File: src/rtl/axil_read_regbank.sv
// axil_read_regbank: AXI4-Lite bank of NUM_WORDS read-only status words with per-word read strobes.
// Reading even word 2k captures word 2k+1 into a shadow so the pair reads coherently.
module axil_read_regbank #(
    parameter int AXI_DATA_WIDTH = 32,
    parameter int AXI_ADDR_WIDTH = 16,
    parameter int NUM_WORDS      = 8,
    parameter int PAIR_SNAPSHOT  = 1,
    parameter int WR_ERR         = 0
) (
    input  logic                          aclk,
    input  logic                          aresetn,
    input  logic [AXI_ADDR_WIDTH-1:0]     s_axi_awaddr,
    input  logic [2:0]                    s_axi_awprot,
    input  logic                          s_axi_awvalid,
    output logic                          s_axi_awready,
    input  logic [AXI_DATA_WIDTH-1:0]     s_axi_wdata,
    input  logic [AXI_DATA_WIDTH/8-1:0]   s_axi_wstrb,
    input  logic                          s_axi_wvalid,
    output logic                          s_axi_wready,
    output logic [1:0]                    s_axi_bresp,
    output logic                          s_axi_bvalid,
    input  logic                          s_axi_bready,
    input  logic [AXI_ADDR_WIDTH-1:0]     s_axi_araddr,
    input  logic [2:0]                    s_axi_arprot,
    input  logic                          s_axi_arvalid,
    output logic                          s_axi_arready,
    output logic [AXI_DATA_WIDTH-1:0]     s_axi_rdata,
    output logic [1:0]                    s_axi_rresp,
    output logic                          s_axi_rvalid,
    input  logic                          s_axi_rready,
    input  logic [NUM_WORDS*32-1:0]       readdata,
    output logic [NUM_WORDS-1:0]          rd_strobe
);
    localparam int IDXW  = $clog2(NUM_WORDS);
    localparam int NPAIR = NUM_WORDS / 2;
    localparam int PW    = (IDXW > 1) ? IDXW - 1 : 1;
    localparam logic [1:0] OKAY   = 2'b00;
    localparam logic [1:0] SLVERR = 2'b10;

    typedef enum logic {R_IDLE, R_DATA} rstate_t;
    typedef enum logic {W_IDLE, W_RESP} wstate_t;

    rstate_t                   rstate_q;
    wstate_t                   wstate_q;
    logic                      arready_q, rvalid_q, rok_q;
    logic [AXI_DATA_WIDTH-1:0] rdata_q;
    logic [1:0]                rresp_q, bresp_q;
    logic [IDXW-1:0]           ridx_q;
    logic [NUM_WORDS-1:0]      rd_strobe_q;
    logic [31:0]               shadow_q [NPAIR];
    logic                      awready_q, wready_q, bvalid_q, aw_got_q, w_got_q;
    logic [IDXW-1:0]           idx_d;
    logic [PW-1:0]             pidx_d;
    logic                      in_range_d, aw_got_d, w_got_d;
    logic [31:0]               rdata_d, pair_d;
    logic                      unused_ok;

    assign idx_d      = s_axi_araddr[IDXW+1:2];
    assign pidx_d     = PW'(idx_d >> 1);
    assign in_range_d = (s_axi_araddr >> (IDXW + 2)) == '0;
    assign unused_ok  = ^{s_axi_awaddr, s_axi_awprot, s_axi_wdata, s_axi_wstrb, s_axi_arprot, s_axi_araddr[1:0]};

    // Odd words come from the shadow captured by the preceding even read
    always_comb begin
        rdata_d  = (PAIR_SNAPSHOT != 0 && idx_d[0]) ? shadow_q[pidx_d] : readdata[32*int'(idx_d) +: 32];
        pair_d   = readdata[32*int'(idx_d | IDXW'(1)) +: 32];
        aw_got_d = aw_got_q | (s_axi_awvalid & awready_q);
        w_got_d  = w_got_q | (s_axi_wvalid & wready_q);
    end

    always_ff @(posedge aclk) begin
        rd_strobe_q <= '0;
        if (!aresetn) begin
            rstate_q  <= R_IDLE;
            arready_q <= 1'b1;
            rvalid_q  <= 1'b0;
            rdata_q   <= '0;
            rresp_q   <= OKAY;
            ridx_q    <= '0;
            rok_q     <= 1'b0;
            for (int i = 0; i < NPAIR; i++) shadow_q[i] <= '0;
        end else if (rstate_q == R_IDLE) begin
            if (s_axi_arvalid && arready_q) begin
                rstate_q  <= R_DATA;
                arready_q <= 1'b0;
                rvalid_q  <= 1'b1;
                rdata_q   <= in_range_d ? AXI_DATA_WIDTH'(rdata_d) : '0;
                rresp_q   <= in_range_d ? OKAY : SLVERR;
                ridx_q    <= idx_d;
                rok_q     <= in_range_d;
                if (PAIR_SNAPSHOT != 0 && in_range_d && !idx_d[0]) shadow_q[pidx_d] <= pair_d;
            end
        end else if (s_axi_rready) begin
            rstate_q    <= R_IDLE;
            arready_q   <= 1'b1;
            rvalid_q    <= 1'b0;
            rdata_q     <= '0;
            rresp_q     <= OKAY;
            rd_strobe_q <= rok_q ? NUM_WORDS'(1) << ridx_q : '0;
        end
    end

    // Write data is accepted and dropped; only the response is generated
    always_ff @(posedge aclk) begin
        if (!aresetn) begin
            wstate_q  <= W_IDLE;
            awready_q <= 1'b1;
            wready_q  <= 1'b1;
            aw_got_q  <= 1'b0;
            w_got_q   <= 1'b0;
            bvalid_q  <= 1'b0;
            bresp_q   <= OKAY;
        end else if (wstate_q == W_IDLE) begin
            aw_got_q  <= aw_got_d;
            w_got_q   <= w_got_d;
            awready_q <= !aw_got_d;
            wready_q  <= !w_got_d;
            if (aw_got_d && w_got_d) begin
                wstate_q <= W_RESP;
                bvalid_q <= 1'b1;
                bresp_q  <= (WR_ERR != 0) ? SLVERR : OKAY;
            end
        end else if (s_axi_bready) begin
            wstate_q  <= W_IDLE;
            awready_q <= 1'b1;
            wready_q  <= 1'b1;
            aw_got_q  <= 1'b0;
            w_got_q   <= 1'b0;
            bvalid_q  <= 1'b0;
            bresp_q   <= OKAY;
        end
    end

    assign s_axi_arready = arready_q;
    assign s_axi_rvalid  = rvalid_q;
    assign s_axi_rdata   = rdata_q;
    assign s_axi_rresp   = rresp_q;
    assign rd_strobe     = rd_strobe_q;
    assign s_axi_awready = awready_q;
    assign s_axi_wready  = wready_q;
    assign s_axi_bvalid  = bvalid_q;
    assign s_axi_bresp   = bresp_q;
endmodule

File: config.mk
export PLATFORM = sky130hd
export DESIGN_NAME = axil_read_regbank
export DESIGN_NICKNAME = d
export VERILOG_FILES = /design/src/rtl/axil_read_regbank.sv
export SDC_FILE = /design/constraint.sdc
export NUM_CORES = 1
export LEC_CHECK = 0
export BUFFER_PORTS_ARGS = -buffer_cell sky130_fd_sc_hd__buf_4
export CAP_MARGIN = 15
export CORE_ASPECT_RATIO = 0.75
export CORE_UTILIZATION = 40
export CTS_CLUSTER_SIZE = 30
export DETAILED_ROUTE_END_ITERATION = 8
export PLACE_DENSITY = 0.67
export SLEW_MARGIN = 10
export SYNTH_ARGS = -nofsm -noshare
export SYNTH_HDL_FRONTEND = slang
export SYNTH_SLANG_ARGS = --single-unit
File: constraint.sdc
create_clock -name aclk -period 5.8 [get_ports aclk]
set_input_delay 0.87 -clock aclk [delete_from_list [all_inputs] [get_ports aclk]]
set_output_delay 0.87 -clock aclk [all_outputs]
set_load 0.005 [all_outputs]
==> After elaboration in Yosys (flattened, before gate mapping) <==
Memory sizes are Yosys's and may differ from the RTL's.
Index checks and enable logic that the tools add are counted.
{ "totals": {"ff_bits": 57, "ram_bits": 128, "inputBits": 337, "out_inout_bits": 49, "word_cells": 81, "mem_count": 1} }
{ "mem_list": {"columns": ["memory", "words", "width", "read_ports", "rd_clocked_by_memory_dff", "wr", "line", "source"], "rows": [
  ["shadow_q", 4, 32, 1, 0, 4, "50", "logic [31:0] shadow_q [NPAIR];"]
]} }
{ "op_classes": {"eq_ne": 2, "shift": 3, "mux": 41, "bitwise": 5, "reduce_logical": 14} }
{ "ops": {"columns": ["operator", "count"], "rows": [
  ["$shiftx A256 B9 Y32", 2],
  ["$mux W32", 6],
  ["$reduce_or A32 Y1", 1],
  ["$mux W1", 27],
  ["$logic_not A16 Y1", 1],
  ["$mux W2", 8],
  ["$shl A1 B3 Y8 const A", 1],
  ["$reduce_and A2 Y1", 3],
  ["$ne A2 B2 Y1 const B", 2],
  ["$reduce_and A4 Y1", 1],
  ["$reduce_bool A2 Y1", 2],
  ["$logic_and A1 B1 Y1", 3],
  ["$logic_not A1 Y1", 3],
  ["$and A1 B1 Y1", 2],
  ["$or A1 B1 Y1", 2],
  ["$not A1 Y1", 1]
]} }

==> Longest topological paths before layout <==
Gate-level depths: netlist of the first run.
{ "depth": {"ltp_word": 9, "ltp_mapped": 6, "depth_no_buf": 3} }

==> Worst setup path after synthesis of the first run <==
No wires, ideal clock.
{ "synth_timing": {"kind": "in2reg", "startpoint": "in s_axi_araddr[3]", "endpoint": "mem shadow_q[2][0] (enable)", "setup_time_ns": 0.511, "arrival_ns": 4.727, "required_time_ns": 5.289, "setup_slack_ns": 0.563, "stages": 4, "n_path_buf": 3, "cell_sequence": "buf_2 > buf_6 > buf_2 > o41ai_1"} }
{ "synth_lines": {"columns": ["element", "line", "source"], "rows": [
  ["from (decl)", "23", "input logic [AXI_ADDR_WIDTH-1:0] s_axi_araddr,"],
  ["to (decl)", "50", null]
]} }

==> results of run 1 <==
## layer usage
metal,part of all wire [%],track usage (%)
met1,45,29.2
met2,48,33.7
met5,0,0
met3,6.0,4.92
met4,0.90,4.40
## cell usage after synthesis, types with 2 or more instances
cell	count	area share [%]
a21boi_0	5	0.37
a21oi_1	3	0.15
and3_1	2	0.12
buf_1	6	0.22
buf_2	23	1.1
buf_4	5	0.37
buf_6	13	1.4
clkbuf_1	31	1.1
dfxtp_1	54	11
edfxtp_1	128	38
inv_1	65	2.4
mux2i_1	35	3.5
mux4_2	96	21
nand2_1	41	1.5
nand2b_1	4	0.25
nand3_1	33	1.6
nand3b_1	3	0.22
nor2_1	8	0.30
nor2b_1	5	0.31
nor3_1	7	0.35
nor3_2	60	5.9
nor3b_1	12	0.89
nor3b_2	20	2.5
nor4_1	32	2.0
nor4_4	2	0.42
o21a_1	2	0.15
o21ai_0	27	1.3
o21ai_1	9	0.44
or3_1	2	0.12
## how the worst max path moves through the flow
stage,cells past startpoint,startpoint,endpoint
after floorplan,4,s_axi_araddr[3],shadow_q[2][0]$_SDFFCE_PN0P_
after global placement,5,s_axi_araddr[11],shadow_q[3][15]$_DFFE_PP_
after detailed placement,5,s_axi_araddr[11],shadow_q[3][15]$_DFFE_PP_
after CTS,5,s_axi_araddr[11],shadow_q[3][17]$_DFFE_PP_
after global routing,5,s_axi_araddr[11],shadow_q[3][23]$_DFFE_PP_
final,5,s_axi_araddr[11],shadow_q[3][23]$_DFFE_PP_
## cell type report
type,instances,area (µm²)
sequential,182,4920
timing repair buffer,337,2560
clock inverter,10,77.6
antenna,1,2.50
fill,2208,11600
clock buffer,22,489
tap,338,423
multi-input combinational,422,4600
inverter,65,244
## critical path, delay by kind of cell
family	cells	cell delay [ns]
AOI/OAI and AO/OA	1	0.97
and+or+nand+nor	2	0.85
buffers and inverters	2	0.59
## power by group through the flow
stage | sequential (mW) | clock (mW) | combinational (mW)
detailed placement | 1.47 | 0 | 0.479
global route | 1.44 | 1.20 | 0.517
global placement | 1.47 | 0 | 0.474
finish | 1.44 | 1.13 | 0.476
CTS | 1.44 | 1.16 | 0.481
floorplan | 1.47 | 0 | 0.256
## logic make-up (layout without fill, tap and decap cells)
family / Yosys count / in the layout / share of synthesized area, %
other: 1 / 4 / 0.0370
AOI/OAI and AO/OA: 52 / 52 / 2.89
DFF: 182 / 182 / 48.6
muxes: 131 / 131 / 24.8
buffers and inverters: 143 / 434 / 6.73
and+or+nand+nor: 236 / 236 / 16.9
## cells in the final DEF (no fill, tap or decap), types with 2 or more instances in the layout
cell type	n
nor3_1	7
nor4_1	32
nor3b_2	20
o21ai_1	9
clkinv_4	2
and3_1	2
nand2_1	41
conb_1	3
buf_4	335
dfxtp_1	54
inv_1	65
o21ai_4	2
edfxtp_1	128
inv_6	4
nand3b_1	3
mux2i_1	35
nor3_2	60
nor2b_1	5
o21a_1	2
nor4_4	2
nor3b_1	12
mux4_2	96
nand3_1	33
clkbuf_16	19
nor2_1	8
a21oi_1	3
nand2b_1	4
clkbuf_2	2
o21ai_0	25
inv_4	4
a21boi_0	5
## flip-flops by register name (all words and copies together) (netlist names), 3 cells and up
signal,count
rd_strobe,8
ridx_q,3
s_axi_rdata,32
shadow_q,128
## stage by stage
step                cell area [µm²]  hold slack, ns
detailed placement            12700           0.455
global route                  13300           0.483
floorplan                     10100           0.439
finish                        13300           0.462
global placement              12700           0.449
CTS                           13300           0.465
==> impl_metrics.tcl, run 1 <==
set metrics [dict create \
    p_clk_share_pct 37.1 \
    setup_viol 0 \
    wirelength_mm 27.0 \
    pwr-share-seq_pct 47.3 \
    crit_type "primary input to flip-flop" \
    startpoint_type "primary input" \
    hold_viol_final 0 \
    timing.rr.end "shadow_q[3][23]$_DFFE_PP_" \
    worstRegToRegCells 4 \
    worstMarginPinSlew_ns 1.06 \
    dp_hpwl_mm 18.1 \
    finalCritPeriodShare_pct 55.7 \
    worst_slack_ns 2.57 \
    track_usage_pct 21.1 \
    clk_path_buf_depth 2 \
    ys_dominant_reg_cell "edfxtp_1" \
    cts.sinks 182 \
    pre_cts_ws_ns 2.06 \
    status "completed" \
    layout-drive-gt1-share_pct 53.3 \
    power_switching_uw 740 \
    min_path_type "flip-flop to flip-flop" \
    cts_root_buffer "clkbuf_16" \
    die_area_mm2 0.0260 \
    areaGrowthSynthToFinish_pct 31.4 \
    p_per_area_mw_per_mm2 229 \
    crit_required_ns 5.88 \
    synth_seq_cells 182 \
    slew_violations 0 \
    yosysSeqAreaShare_pct 48.6 \
    r2r_start "rstate_q$_SDFF_PN0_" \
    dp.cells 1343 \
    grt_pass1_wl_mm 41.4 \
    gp_congestion 0.764 \
    drcViolationCount 0 \
    fin_skew_ns 0.0123 \
    boundaryPins 386 \
    crit_path_end_kind "flip-flop" \
    cts_tree "done" \
    wl_per_cell_um 19.6 \
    clock_latency_ns 0.42 \
    r2r_slack_ns 2.90 \
    antenna_found_initial 0 \
    numPortBuffers 322 \
    grt_pass1_vias 7337 \
    swShare_pct 24.3 \
    fmax_ghz 0.309 \
    first_pass_iters 5 \
    hold_path.startpoint "s_axi_rdata[27]$_SDFFE_PN0P_" \
    min_to "s_axi_rdata[27]$_SDFFE_PN0P_" \
    htree_levels 4 \
    gr-total-overflow 0 \
    irDropWorstVdd_mv 0.208 \
    path_clk_slew_ns 0.07 \
    cts_buffers 17 \
    path_cells "buf_4, nor3_1, nand4_1, o31ai_4, buf_4" \
    hold_depth 2 \
    relSlewSlack_pct 29.4 \
    p_total_mw 3.05 \
    cts-resized-gates 0 \
    fin_util_pct 53.5 \
    synth_cells 745 \
    p_int_mw 2.31 \
    antenna_left 0 \
    avgSynthCellArea_um2 13.6 \
    grt_max_degree 83 \
    viasPerCell 5.28 \
    core_area_mm2 0.0249 \
    post_cts_buffers 0 \
    drv_cap 0 \
    synth-edff-count 128 \
    cp_max_fo 19 \
    die_h_um 140 \
    synth-warning-count 0 \
    tns_ns 0 \
    vias 7277 \
    instances_no_fill 1377 \
    p_leak_nw 5.23 \
    dieWidth_um 186 \
    fp-row-count 50 \
    nets 1362 \
    synthArstFlopShare_pct 0 \
    rsz0062_at_grt "false" \
    combinationalPowerShare_pct 15.6 \
    drtIter0Drc 461 \
    initial_core_util_pct 40.7 \
    cpPeakStageDelay_ns 0.97 \
    cts_hold_buf 0 \
    fin_crit_ns 3.23 \
    cp_common_cell "buf_4" \
    slowest_stage "o31ai_4" \
    yosysUniqueCellTypes 41 \
    netlist_area_mm2 0.0101 \
    critPathArrivalTime_ns 3.31 \
]
Power figures use the tool's default switching activity.
==> run 2: changes to the inputs <==
- clock period: 5.8 -> 3.1 ns (I/O delays scaled with it)
==> run 2 against run 1 <==
Die area is the same. Cell area grew 0.86%. Non-clock buffer count grew 9. Critical endpoint is now shadow_q[2][18]$_SDFFCE_PN0P_.
==> impl_metrics.tcl, run 2 (synthesis results as in run 1) <==
set metrics [dict create \
    grt_max_degree 98 \
    min_path_type "primary input to flip-flop" \
    relSlewSlack_pct 38.9 \
    r2r_start "rstate_q$_SDFF_PN0_" \
    slowest_stage "dfxtp_1" \
    critPathTopFamily "simple AND/OR/NAND/NOR gates" \
    cts.sinks 182 \
    crit_required_ns 3.20 \
    slew_violations 0 \
    cts-resized-gates 0 \
    numPortBuffers 322 \
    gr-total-overflow 0 \
    status "completed" \
    clock_latency_ns 0.43 \
    cts_buffers 17 \
    p_per_area_mw_per_mm2 422 \
    startpoint "rstate_q$_SDFF_PN0_" \
    timing.rr.end "shadow_q[2][18]$_SDFFCE_PN0P_" \
    regMostFlops "shadow_q" \
    hold_path.startpoint "aresetn" \
    path_cells "and3b_1, nand4_1, o41ai_4, buf_4" \
    worstRegToRegCells 4 \
    clk_path_buf_depth 2 \
    nets 1371 \
    finalCritPeriodShare_pct 71.4 \
    crit_path_end_kind "flip-flop" \
    drtIter0Drc 433 \
    grt_pass1_wl_mm 41.5 \
    min_to "s_axi_awready$_SDFFE_PN1P_" \
    dp_hpwl_mm 18.6 \
    fin_crit_ns 2.21 \
    p_leak_nw 5.27 \
    final_common_cell "buf_4" \
    initial_core_util_pct 40.7 \
    antenna_found_initial 1 \
    worstMarginPinSlew_ns 0.916 \
    crit_type "flip-flop to flip-flop" \
    pre_cts_ws_ns 0.619 \
    path_buf_inv 1 \
    fmax_ghz 0.452 \
    largest_reg_flops 128 \
    htree_levels 4 \
    cts_hold_buf 0 \
    fin_skew_ns 0.0123 \
    layout-drive-gt1-share_pct 53.5 \
    startpoint_type "flip-flop" \
    path_clk_slew_ns 0.07 \
    post_cts_buffers 0 \
    setup_viol 0 \
    drcViolationCount 0 \
    viasPerCell 5.28 \
    areaGrowthSynthToFinish_pct 32.6 \
    core_area_mm2 0.0249 \
    hold_depth 2 \
    rsz0062_at_grt "false" \
    wirelength_mm 27.2 \
    vias 7319 \
    fp-row-count 50 \
    cts_tree "done" \
    die_h_um 140 \
    boundaryPins 386 \
    tns_ns 0 \
    dieWidth_um 186 \
    r2r_slack_ns 0.89 \
    antenna_left 0 \
    drv_cap 0 \
    wl_per_cell_um 19.6 \
    first_pass_iters 4 \
    die_area_mm2 0.0260 \
    grt_pass1_vias 7380 \
    hold_viol_final 0 \
    cpPeakStageDelay_ns 0.42 \
    final_cell_mix "339 x buf_4, 128 x edfxtp_1, 96 x mux4_2" \
    critPathArrivalTime_ns 2.31 \
    cts_root_buffer "clkbuf_16" \
    worst_slack_ns 0.886 \
    irDropWorstVdd_mv 0.362 \
    track_usage_pct 21.3 \
    cp_max_fo 18 \
    gp_congestion 0.763 \
]
==> run 2: changes by cell type in the layout (fill, tap and decap cells not counted) <==
cell and change:
clkbuf_1 +2, clkbuf_2 -2, clkbuf_16 -2, inv_8 +4, buf_4 +4, clkinvlp_4 +3, inv_4 -4, o41ai_2 -1
clkinv_4 -1, buf_12 +6, buf_16 -1, o41ai_4 +1
==> run 2: layer usage <==
metal  track usage, %  up-vias  wire length, µm  part of all wire, %
met4             5.00        0              191                 0.70
met1             28.4     3614            11900                   44
met2             35.4      270            13300                   49
met5                0        -                0                    0
li1                 -     3420                -                    -
met3             4.79       15             1860                  6.8
==> run 2: metrics by stage <==
step	hold WS [ns]	instances	total power, mW	instance area [µm²]	util (%)
after floorplan	0.439	747	3.22	10200	-
after global placement	0.449	1353	3.65	12900	51.7
after detailed placement	0.453	1353	3.66	12900	51.7
after CTS	0.340	1385	5.73	13400	53.9
after global routing	0.351	1386	5.89	13400	53.9
final	0.350	1386	5.66	13400	53.9
==> run 2: worst register-to-register path, cell delays in order, from the launching register on <==
cell and delay, ns:
dfxtp_1 0.42, and3b_1 0.39, nand4_1 0.35, o41ai_4 0.35, buf_4 0.36
==> run 2: worst max-delay path by stage <==
stage / slack (ns) / to / cells after the start
6_report: 0.89 / shadow_q[2][18]$_SDFFCE_PN0P_ / 4
5_1_grt: 0.76 / shadow_q[2][17]$_SDFFCE_PN0P_ / 4
4_1_cts: 0.90 / shadow_q[2][21]$_SDFFCE_PN0P_ / 4
3_5_place_dp: 0.62 / shadow_q[2][14]$_SDFFCE_PN0P_ / 5
3_3_place_gp: 0.62 / shadow_q[2][14]$_SDFFCE_PN0P_ / 5
2_1_floorplan: -0.06 / shadow_q[0][0]$_SDFFCE_PN0P_ / 4
==> run 2: layout make-up <==
class | count | area, µm²
multi-input combinational | 422 | 4610
inverter | 65 | 244
tap | 338 | 423
clock buffer | 20 | 437
antenna | 1 | 2.50
clock inverter | 12 | 111
fill | 2144 | 11500
sequential | 182 | 4920
timing repair buffer | 346 | 2680
==> run 2: power by group <==
group          leakage [nW]  total [mW]  internal (mW)  switching [mW]
sequential             1.76        2.69           2.66          0.0306
clock                 0.260        2.06           1.06            1.00
combinational          3.25       0.907          0.519           0.388
